**config.mk**
```make
export PLATFORM = sky130hd
export DESIGN_NAME = asi_arb_flat
export DESIGN_NICKNAME = d
export VERILOG_FILES = /design/src/rtl/asi_pkg.sv /design/src/rtl/asi_arb_if.sv /design/src/rtl/asi_arb.sv /design/src/flat_wrapper.sv
export SDC_FILE = /design/constraint.sdc
export NUM_CORES = 1
export LEC_CHECK = 0
export CAP_MARGIN = 5
export CORE_AREA = 2 2 162 164
export CTS_CLUSTER_DIAMETER = 50
export DETAILED_ROUTE_END_ITERATION = 6
export DIE_AREA = 0 0 164 166
export PLACE_DENSITY = 0.41
export SLEW_MARGIN = 20
export SYNTH_ARGS = -nofsm -noshare
export SYNTH_HDL_FRONTEND = slang
export SYNTH_SLANG_ARGS = --single-unit
```
**constraint.sdc**
```tcl
create_clock -name clk -period 1.61 [get_ports clk]
set_clock_uncertainty 0.05 [all_clocks]
set_input_delay 0.2415 -clock clk [delete_from_list [all_inputs] [get_ports clk]]
set_output_delay 0.2415 -clock clk [all_outputs]
set_load 0.05 [all_outputs]
```
**src/rtl/asi_pkg.sv**
```systemverilog
// Shared types for the ASI user-port arbiter.
// Arbiter FSM states, owner tags and the arbitration mode constants.
package asi_pkg;

    typedef enum logic [1:0] {
        IDLE,
        WOWN,
        ROWN
    } arb_st_e;

    typedef enum logic {
        OWN_W,
        OWN_R
    } owner_e;

    localparam int ARB_WPRI = 0;
    localparam int ARB_RPRI = 1;
    localparam int ARB_RR   = 2;

endpackage

```
**src/rtl/asi_arb_if.sv**
```systemverilog
// User-side bundle between asi_w/asi_r and the arbiter.
// master: write/read paths (requests, beats); slave: arbiter (grants).
interface asi_arb_if #(
    parameter int AXI_AW     = 40,
    parameter int AXI_DW     = 128,
    parameter int AXI_WSTRBW = AXI_DW / 8
) ();

    logic                  usr_wrequest;
    logic                  usr_wgrant;
    logic [AXI_AW-1:0]     usr_waddr;
    logic [AXI_DW-1:0]     usr_wdata;
    logic [AXI_WSTRBW-1:0] usr_wstrb;
    logic                  usr_we;
    logic                  usr_wlast;

    logic                  usr_rrequest;
    logic                  usr_rgrant;
    logic [AXI_AW-1:0]     usr_raddr;
    logic                  usr_re;
    logic                  usr_rlast;

    modport master (
        output usr_wrequest, usr_waddr, usr_wdata, usr_wstrb,
        output usr_we, usr_wlast,
        output usr_rrequest, usr_raddr, usr_re, usr_rlast,
        input  usr_wgrant, usr_rgrant
    );

    modport slave (
        input  usr_wrequest, usr_waddr, usr_wdata, usr_wstrb,
        input  usr_we, usr_wlast,
        input  usr_rrequest, usr_raddr, usr_re, usr_rlast,
        output usr_wgrant, usr_rgrant
    );

endinterface

```
**src/rtl/asi_arb.sv**
```systemverilog
// Burst-granular arbiter for the single user memory port (usr_clk domain).
// Ports: clk, rst_n (async low); usr (asi_arb_if.slave: requests, beats,
// grants); mem_addr/mem_wdata/mem_be/mem_we/mem_re (muxed memory port);
// arb_busy (grant active); err_ungranted (sticky enable-without-grant).
module asi_arb
    import asi_pkg::*;
#(
    parameter int AXI_AW     = 40,
    parameter int AXI_DW     = 128,
    parameter int AXI_WSTRBW = AXI_DW / 8,
    parameter int ARB_MODE   = ARB_WPRI,
    parameter int STARVE_MAX = 4,
    parameter int STARVE_W   = $clog2(STARVE_MAX + 1)
) (
    input  logic                  clk,
    input  logic                  rst_n,
    asi_arb_if.slave              usr,
    output logic [AXI_AW-1:0]     mem_addr,
    output logic [AXI_DW-1:0]     mem_wdata,
    output logic [AXI_WSTRBW-1:0] mem_be,
    output logic                  mem_we,
    output logic                  mem_re,
    output logic                  arb_busy,
    output logic                  err_ungranted
);

    // STARVE_MAX=0 gives a zero-width counter; keep one bit that never moves.
    localparam int CW = (STARVE_W > 0) ? STARVE_W : 1;
    localparam logic [CW-1:0] SMAX = CW'(STARVE_MAX);
    localparam arb_st_e HI_ST = (ARB_MODE == ARB_RPRI) ? ROWN : WOWN;
    localparam arb_st_e LO_ST = (ARB_MODE == ARB_RPRI) ? WOWN : ROWN;

    arb_st_e       state;
    arb_st_e       state_d;
    logic [CW-1:0] starve_cnt;
    logic [CW-1:0] starve_d;
    owner_e        last_owner;
    owner_e        last_d;
    logic          err_d;
    logic          dec;
    logic          wgrant;
    logic          rgrant;

    function automatic arb_st_e pick(
        input logic          wreq,
        input logic          rreq,
        input logic [CW-1:0] cnt,
        input owner_e        last
    );
        arb_st_e win;
        win = IDLE;
        if (wreq && !rreq) begin
            win = WOWN;
        end else if (rreq && !wreq) begin
            win = ROWN;
        end else if (wreq && rreq) begin
            if (ARB_MODE == ARB_RR) begin
                win = (last == OWN_W) ? ROWN : WOWN;
            end else if (STARVE_MAX != 0 && cnt == SMAX) begin
                win = LO_ST;
            end else begin
                win = HI_ST;
            end
        end
        return win;
    endfunction

    // Grants come straight from the state flops: requests may depend on them.
    assign wgrant         = (state == WOWN);
    assign rgrant         = (state == ROWN);
    assign usr.usr_wgrant = wgrant;
    assign usr.usr_rgrant = rgrant;
    assign arb_busy       = (state != IDLE);

    always_comb begin
        dec      = 1'b0;
        state_d  = state;
        starve_d = starve_cnt;
        last_d   = last_owner;

        // Owner's last beat is a decision point, so the handover has no bubble.
        unique case (state)
            WOWN:    dec = usr.usr_we & usr.usr_wlast;
            ROWN:    dec = usr.usr_re & usr.usr_rlast;
            default: dec = 1'b1;
        endcase

        if (dec) begin
            state_d = pick(usr.usr_wrequest, usr.usr_rrequest,
                           starve_cnt, last_owner);
            if (ARB_MODE != ARB_RR) begin
                if (state_d == LO_ST) begin
                    starve_d = '0;
                end else if (state_d == HI_ST && usr.usr_wrequest &&
                             usr.usr_rrequest && starve_cnt != SMAX) begin
                    starve_d = starve_cnt + CW'(1);
                end
            end
            if (state_d != IDLE) begin
                last_d = (state_d == WOWN) ? OWN_W : OWN_R;
            end
        end
    end

    assign err_d = err_ungranted
                 | (usr.usr_we & ~wgrant)
                 | (usr.usr_re & ~rgrant);

    always_ff @(posedge clk or negedge rst_n) begin
        if (!rst_n) begin
            state         <= IDLE;
            starve_cnt    <= '0;
            last_owner    <= OWN_R;
            err_ungranted <= 1'b0;
        end else begin
            state         <= state_d;
            starve_cnt    <= starve_d;
            last_owner    <= last_d;
            err_ungranted <= err_d;
        end
    end

    assign mem_we    = usr.usr_we & wgrant;
    assign mem_re    = usr.usr_re & rgrant;
    assign mem_be    = mem_we ? usr.usr_wstrb : '0;
    assign mem_wdata = wgrant ? usr.usr_wdata : '0;

    always_comb begin
        mem_addr = '0;
        unique case (1'b1)
            wgrant:  mem_addr = usr.usr_waddr;
            rgrant:  mem_addr = usr.usr_raddr;
            default: mem_addr = '0;
        endcase
    end

endmodule

```
**src/flat_wrapper.sv**
```systemverilog
// flat-port wrapper written by rule: the top's interface ports become plain ports
module asi_arb_flat import asi_pkg::*;
#(
    parameter int AXI_AW     = 40,
    parameter int AXI_DW     = 128,
    parameter int AXI_WSTRBW = AXI_DW / 8,
    parameter int ARB_MODE   = ARB_WPRI,
    parameter int STARVE_MAX = 4,
    parameter int STARVE_W   = $clog2(STARVE_MAX + 1)
)
  (clk, rst_n, mem_addr, mem_wdata, mem_be, mem_we, mem_re, arb_busy, err_ungranted, usr_usr_wrequest, usr_usr_waddr, usr_usr_wdata, usr_usr_wstrb, usr_usr_we, usr_usr_wlast, usr_usr_rrequest, usr_usr_raddr, usr_usr_re, usr_usr_rlast, usr_usr_wgrant, usr_usr_rgrant);
  asi_arb_if #(.AXI_AW(AXI_AW), .AXI_DW(AXI_DW), .AXI_WSTRBW(AXI_WSTRBW)) usr_i ();
  input  logic clk;
  input  logic rst_n;
  output logic [AXI_AW-1:0] mem_addr;
  output logic [AXI_DW-1:0] mem_wdata;
  output logic [AXI_WSTRBW-1:0] mem_be;
  output logic mem_we;
  output logic mem_re;
  output logic arb_busy;
  output logic err_ungranted;
  input wire logic [$bits(usr_i.usr_wrequest)-1:0] usr_usr_wrequest;
  input wire logic [$bits(usr_i.usr_waddr)-1:0] usr_usr_waddr;
  input wire logic [$bits(usr_i.usr_wdata)-1:0] usr_usr_wdata;
  input wire logic [$bits(usr_i.usr_wstrb)-1:0] usr_usr_wstrb;
  input wire logic [$bits(usr_i.usr_we)-1:0] usr_usr_we;
  input wire logic [$bits(usr_i.usr_wlast)-1:0] usr_usr_wlast;
  input wire logic [$bits(usr_i.usr_rrequest)-1:0] usr_usr_rrequest;
  input wire logic [$bits(usr_i.usr_raddr)-1:0] usr_usr_raddr;
  input wire logic [$bits(usr_i.usr_re)-1:0] usr_usr_re;
  input wire logic [$bits(usr_i.usr_rlast)-1:0] usr_usr_rlast;
  output wire logic [$bits(usr_i.usr_wgrant)-1:0] usr_usr_wgrant;
  output wire logic [$bits(usr_i.usr_rgrant)-1:0] usr_usr_rgrant;
  assign usr_i.usr_wrequest = usr_usr_wrequest;
  assign usr_i.usr_waddr = usr_usr_waddr;
  assign usr_i.usr_wdata = usr_usr_wdata;
  assign usr_i.usr_wstrb = usr_usr_wstrb;
  assign usr_i.usr_we = usr_usr_we;
  assign usr_i.usr_wlast = usr_usr_wlast;
  assign usr_i.usr_rrequest = usr_usr_rrequest;
  assign usr_i.usr_raddr = usr_usr_raddr;
  assign usr_i.usr_re = usr_usr_re;
  assign usr_i.usr_rlast = usr_usr_rlast;
  assign usr_usr_wgrant = usr_i.usr_wgrant;
  assign usr_usr_rgrant = usr_i.usr_rgrant;
  asi_arb #(.AXI_AW(AXI_AW), .AXI_DW(AXI_DW), .AXI_WSTRBW(AXI_WSTRBW), .ARB_MODE(ARB_MODE), .STARVE_MAX(STARVE_MAX), .STARVE_W(STARVE_W)) u_core (.clk(clk), .rst_n(rst_n), .usr(usr_i), .mem_addr(mem_addr), .mem_wdata(mem_wdata), .mem_be(mem_be), .mem_we(mem_we), .mem_re(mem_re), .arb_busy(arb_busy), .err_ungranted(err_ungranted));
endmodule
```
# Yosys cells after proc, flatten, opt, wreduce, memory -nomap -nowiden
# Index checks and enable logic that the tools add are counted.
[word_totals] ff_bits=6 input_bits=232 out_inout_bits=190 elab_cells=42
[classes] n_addsub=1 n_eq_ne=6 muxes=11 bitwise=10 reduce_logical=11
[ops] operator="two-way mux 128 bit" count=1
[ops] operator="case mux 40 bit (2 select lines)" count=1
[ops] operator="two-way mux 16 bit" count=1
[ops] operator="two-way mux 2 bit" count=5
[ops] operator="bitwise AND 1 bit" count=6
[ops] operator="logical AND 1 bit" count=6
[ops] operator="two-way mux 3 bit" count=2
[ops] operator="== test 2 x 1 -> 1 bit (second input constant)" count=2
[ops] operator="== test 2 bit (second input constant)" count=2
[ops] operator="nonzero test 2 bit" count=2
[ops] operator="adder 3 x 1 -> 3 bit (second input constant)" count=1
[ops] operator="== test 3 bit (second input constant)" count=1
[ops] operator="inequality test 3 bit (second input constant)" count=1
[ops] operator="logical NOT 1 bit" count=2
[ops] operator="inverter 1 bit" count=2
[ops] operator="OR 1 bit" count=2
[ops] operator="case mux 1 bit (2 select lines)" count=1
[ops] operator="AND reduction 2 bit" count=1

# Depth between registers and ports, before layout
[logic_depth] ltp_word=12 depth_mapped=7 ltp_nobuf=5

# Worst setup path after synthesis
# No wires, ideal clock.
[synth_timing] path_kind="reg2out" start="register u_core.state[0]" end="output port mem_addr[10]" t_arrival_ns=2.279 required_time_ns=1.319 path_slack_ns=-0.961 path_stages_with_launch=7 path_buffers=2 cell_sequence="dfrtp_1 -> inv_1 -> ha_1 -> buf_2 -> clkbuf_1 -> a22oi_1 -> nor2b_1"
[synth_via] elab_chain_cells=2 word_cells_on_any_way=3 cone_classes="eq/ne (2); mux (1)"
[synth_rtl] item="start: declaration" line_no="asi_arb.sv:33" source="arb_st_e state;"
[synth_rtl] item="start signal: assignment" line_no="asi_arb.sv:116" source="state <= state_d;"
[synth_rtl] item="== test 2 bit" line_no="asi_arb.sv:70" source="assign rgrant = (state == ROWN);"
[synth_rtl] item="named net usr_usr_rgrant" line_no="flat_wrapper.sv:33" source="output wire logic [$bits(usr_i.usr_rgrant)-1:0] usr_usr_rgrant;"
[synth_rtl] item="case mux 40 bit (2 select lines)" line_no="asi_arb.sv:130" source="unique case (1'b1)"
[synth_rtl] item="end: declaration" line_no="flat_wrapper.sv:15" source="output logic [AXI_AW-1:0] mem_addr;"
# The timed path passes the listed nets, and every way through them passes these cells.

# Worst setup path in the final report
[layout_timing] start="register u_core.state[1]" end="output port mem_addr[4]"
[layout_via] elab_chain_cells=2 word_cells_on_any_way=3 cone_classes="eq/ne (2); mux (1)"
[layout_rtl] item="== test 2 bit / == test 2 x 1 -> 1 bit (equally long branches)" line_no="asi_arb.sv:70, asi_arb.sv:69"
[layout_rtl] item="case mux 40 bit (2 select lines) *" line_no="asi_arb.sv:130"
# Mark *: on every way between the ends. The rest lies on a longest branch, timed or not.

==> flow_summary_export.csv <==
group,metric,value,unit
status,outcome,"finished, violations left",
status,violations,"negative setup slack",
critical_path,cp_slowest_cell,"dfrtp_1",
floorplan,rows,59,
pwr,seq_power_share,0.011,
detailed_routing,vias,3929,
finish,final_cell_count_no_fill,1077,
finish,area_delta_synth_final,411.3,%
job,maxCapViolations,0,
synth,ys.warnings.count,0,
floorplan,start_util,0.07757,
detailed_routing,drt_iter0_drc,99,
placed_design,port_buffers,421,
pwr,sw_frac_of_total,0.4692,
finish,nNetsFinal,976,
critical_path,critPathArrivalTime,1.65,ns
floorplan,die_w,164,um
global_route,track_usage,0.1280,
synth,yosysUniqueCellTypes,23,
timing,setup_violations,193,
placed_design,place_inst,1052,
floorplan,dieArea,27220,um^2
timing,finalMaxSlewViolations,0,
synth,synth_seq_cells,6,
critical_path,crit_fanout,15,
clock_tree,htreeDepth,1,
global_route,grt_pass1_vias,4147,
critical_path,cp_num_buf_inv,3,
timing,fmax,0.5141,GHz
critical_path,worstPathRequired,1.32,ns
clock_tree,clockRootBuffer,"clkbuf_16",
detailed_routing,firstDrtPassIters,4,
global_route,grt_overflow,0,
timing,period_share,1.208,
critical_path,critical_path_class,"reg2out",
placed_design,place.gp.congestion,0.7959,
finish,fillers,2396,
synth,syn-cell-area,1987,um^2
clock_tree,cts_tree,"built",
global_route,grt_pass1_wl,26420,um
pwr,p_clk_frac,0.018,
timing,finalWorstSetupSlack,-0.3350,ns
finish,drive_above_1_share,0.6377,
critical_path,slowest_delay,0.38,ns
detailed_routing,detail-route-antenna-nets,0,
global_route,grt_max_degree,31,
synth,yosysSeqAreaShare,0.07557,
timing,tightestPinTransition,0.3685,ns
timing,hold_ws,0.2476,ns
synth,syn_inst,297,
clock_tree,cts_buffers,3,
pwr,ir_worst_vdd,1.361,mV
floorplan,ios,422,
finish,fin_area,10160,um^2
pwr,combPwrFrac,0.970,
clock_tree,cts.hold.buffers_added,0,
worst_hold_path,hold_path.class,"in2async",
floorplan,die_h,166,um
clock_tree,clock_latency,0.23,ns
critical_path,cp-start-kind,"flip-flop",
placed_design,placed_cell_area,9442,um^2
synth,syn_avg_cell_area,6.690,um^2
detailed_routing,via_per_inst,3.648,
timing,relSlewSlack,0.7535,
critical_path,crit_family,"buffers and inverters",
detailed_routing,routed_wl,19080,um
clock_tree,clkSlewWorstSetupHoldPaths,0.03,ns
clock_tree,cts_sinks,6,
timing,hold_violations,0,
critical_path,crit_chain,"buf_4 > ha_4 > buf_12 > a22oi_1 > nor2b_4 > buf_12",
floorplan,fp.coreArea,25620,um^2
critical_path,cp_common_cell,"buf_12",
placed_design,dpl.hpwl,16370,um
critical_path,end_kind,"output pin",
timing,rsz0062_at_grt,"yes",
timing,min_period,1.945,ns
global_route,antenna_found_initial,5,
detailed_routing,drc,0,
pwr,p_leak,4.120,nW
pwr,internal-power,11.72,mW
finish,post-route-util,0.3966,
pwr,p_per_area,2173,nW/um^2
synth,syn_nets,534,
clock_tree,cts_buffer_depth,2,
pwr,p_sw,10.36,mW
detailed_routing,post_drt_wl_per_cell,17.72,um
-- power groups by stage --
stage                     Clock [mW]  Sequential (mW)  Combinational (mW)
final                          0.404            0.249                21.4
after global routing           0.423            0.256                22.2
after CTS                      0.409            0.248                21.1
after detailed placement           0            0.260                19.6
after global placement             0            0.254                19.5
after floorplan                    0            0.249                10.8
-- layout by cell type, fill, tap and decap left out --
master,count
dfrtp_1,6
o21ai_0,1
mux2_4,2
clkdlybuf4s50_1,231
nand3_1,3
a31oi_4,1
inv_1,6
diode_2,5
and2_4,129
a22oi_1,7
and2_2,1
buf_6,10
mux2i_1,3
inv_2,2
ha_4,3
clkbuf_16,5
a311oi_1,1
ha_1,2
buf_4,12
buf_16,5
buf_12,202
a311o_1,1
nand2_1,3
nand3_4,3
nor3b_1,1
and3_4,16
nor2b_4,40
buf_8,6
a21oi_1,2
a22oi_2,33
-- registers in the layout (all words and copies together) (netlist names) --
signal and flops:
u_core.state 2, u_core.starve_cnt 3, u_core.err_ungranted 1
-- what timing repair did --
item	CTS	global route
gates resized for setup	47	27
gates cloned	4	2
pin swaps	6	7
buffers inserted	7	4
setup endpoints to repair	191	193
-- path summary, 6_finish.rpt --
| path | slack (ns) | endpoint | start | cells past startpoint |
|---|---|---|---|---|
| worst max register to register | -0.18 | u_core.starve_cnt[2]$_DFFE_PN0P_ | u_core.state[0]$_DFFE_PN0P_ | 6 |
| worst min register to register | 0.43 | u_core.err_ungranted$_DFF_PN0_ | u_core.err_ungranted$_DFF_PN0_ | 2 |
| max in group asynchronous | 1.00 | u_core.starve_cnt[0]$_DFFE_PN0P_ | rst_n | 1 |
| min in group clk | 0.43 | u_core.err_ungranted$_DFF_PN0_ | u_core.err_ungranted$_DFF_PN0_ | 2 |
| worst max-delay path | -0.33 | mem_addr[4] | u_core.state[1]$_DFFE_PN0P_ | 6 |
| worst min-delay path | 0.25 | u_core.state[1]$_DFFE_PN0P_ | rst_n | 1 |
-- logic make-up after synthesis --
group	count (synthesis)	share of synthesized area
simple gates	196	0.6178
mux	5	0.02834
buf+inv	39	0.07556
compound gates	46	0.1713
fa+ha+maj	5	0.03149
flops	6	0.07556
-- synthesized netlist by cell type (all sizes together) --
library cell	number	area [um^2]
nor2b	40	250.2
inv	8	30.03
ha	5	62.56
a31oi	1	6.260
a311oi	1	8.760
o21ai	1	5.000
mux2	2	26.27
and2	130	813.3
mux2i	3	30.03
a21oi	2	10.01
nor3b	1	7.510
nand3	6	35.03
clkbuf	27	101.4
a311o	1	10.01
and3	16	110.1
nand2	3	11.26
buf	4	18.76
dfrtp	6	150.1
a22oi	40	300.3
-- per-layer routing --
layer / vias up / global-route usage / routed length, um
met5: - / 0 / 0
met3: 18 / 0.03796 / 1716
met2: 202 / 0.2481 / 10540
li1: 1874 / - / -
met1: 1835 / 0.1330 / 6549
met4: 0 / 0.02899 / 279
-- final cells by class --
type	instances	area [um^2]	share of cell area
repair buffers	468	6837	0.6730
multi-input cells	252	2635	0.2594
well taps	335	419.2	0.04126
flip-flops and latches	6	150.1	0.01478
clock buffers	3	75.07	0.007390
inverters	8	30.03	0.002956
diodes	5	12.51	0.001232
-- stage by stage --
step	setup TNS (ns)	total power, mW	setup slack (ns)
finish	-48.19	22.08	-0.3350
global route	-59.90	22.91	-0.3740
CTS	-49.58	21.76	-0.3231
detailed placement	-14.69	19.90	-0.1280
global placement	-7.502	19.77	-0.08023
floorplan	-26.41	11.02	-0.2596
Note: power is estimated with default switching activity, not from simulation.
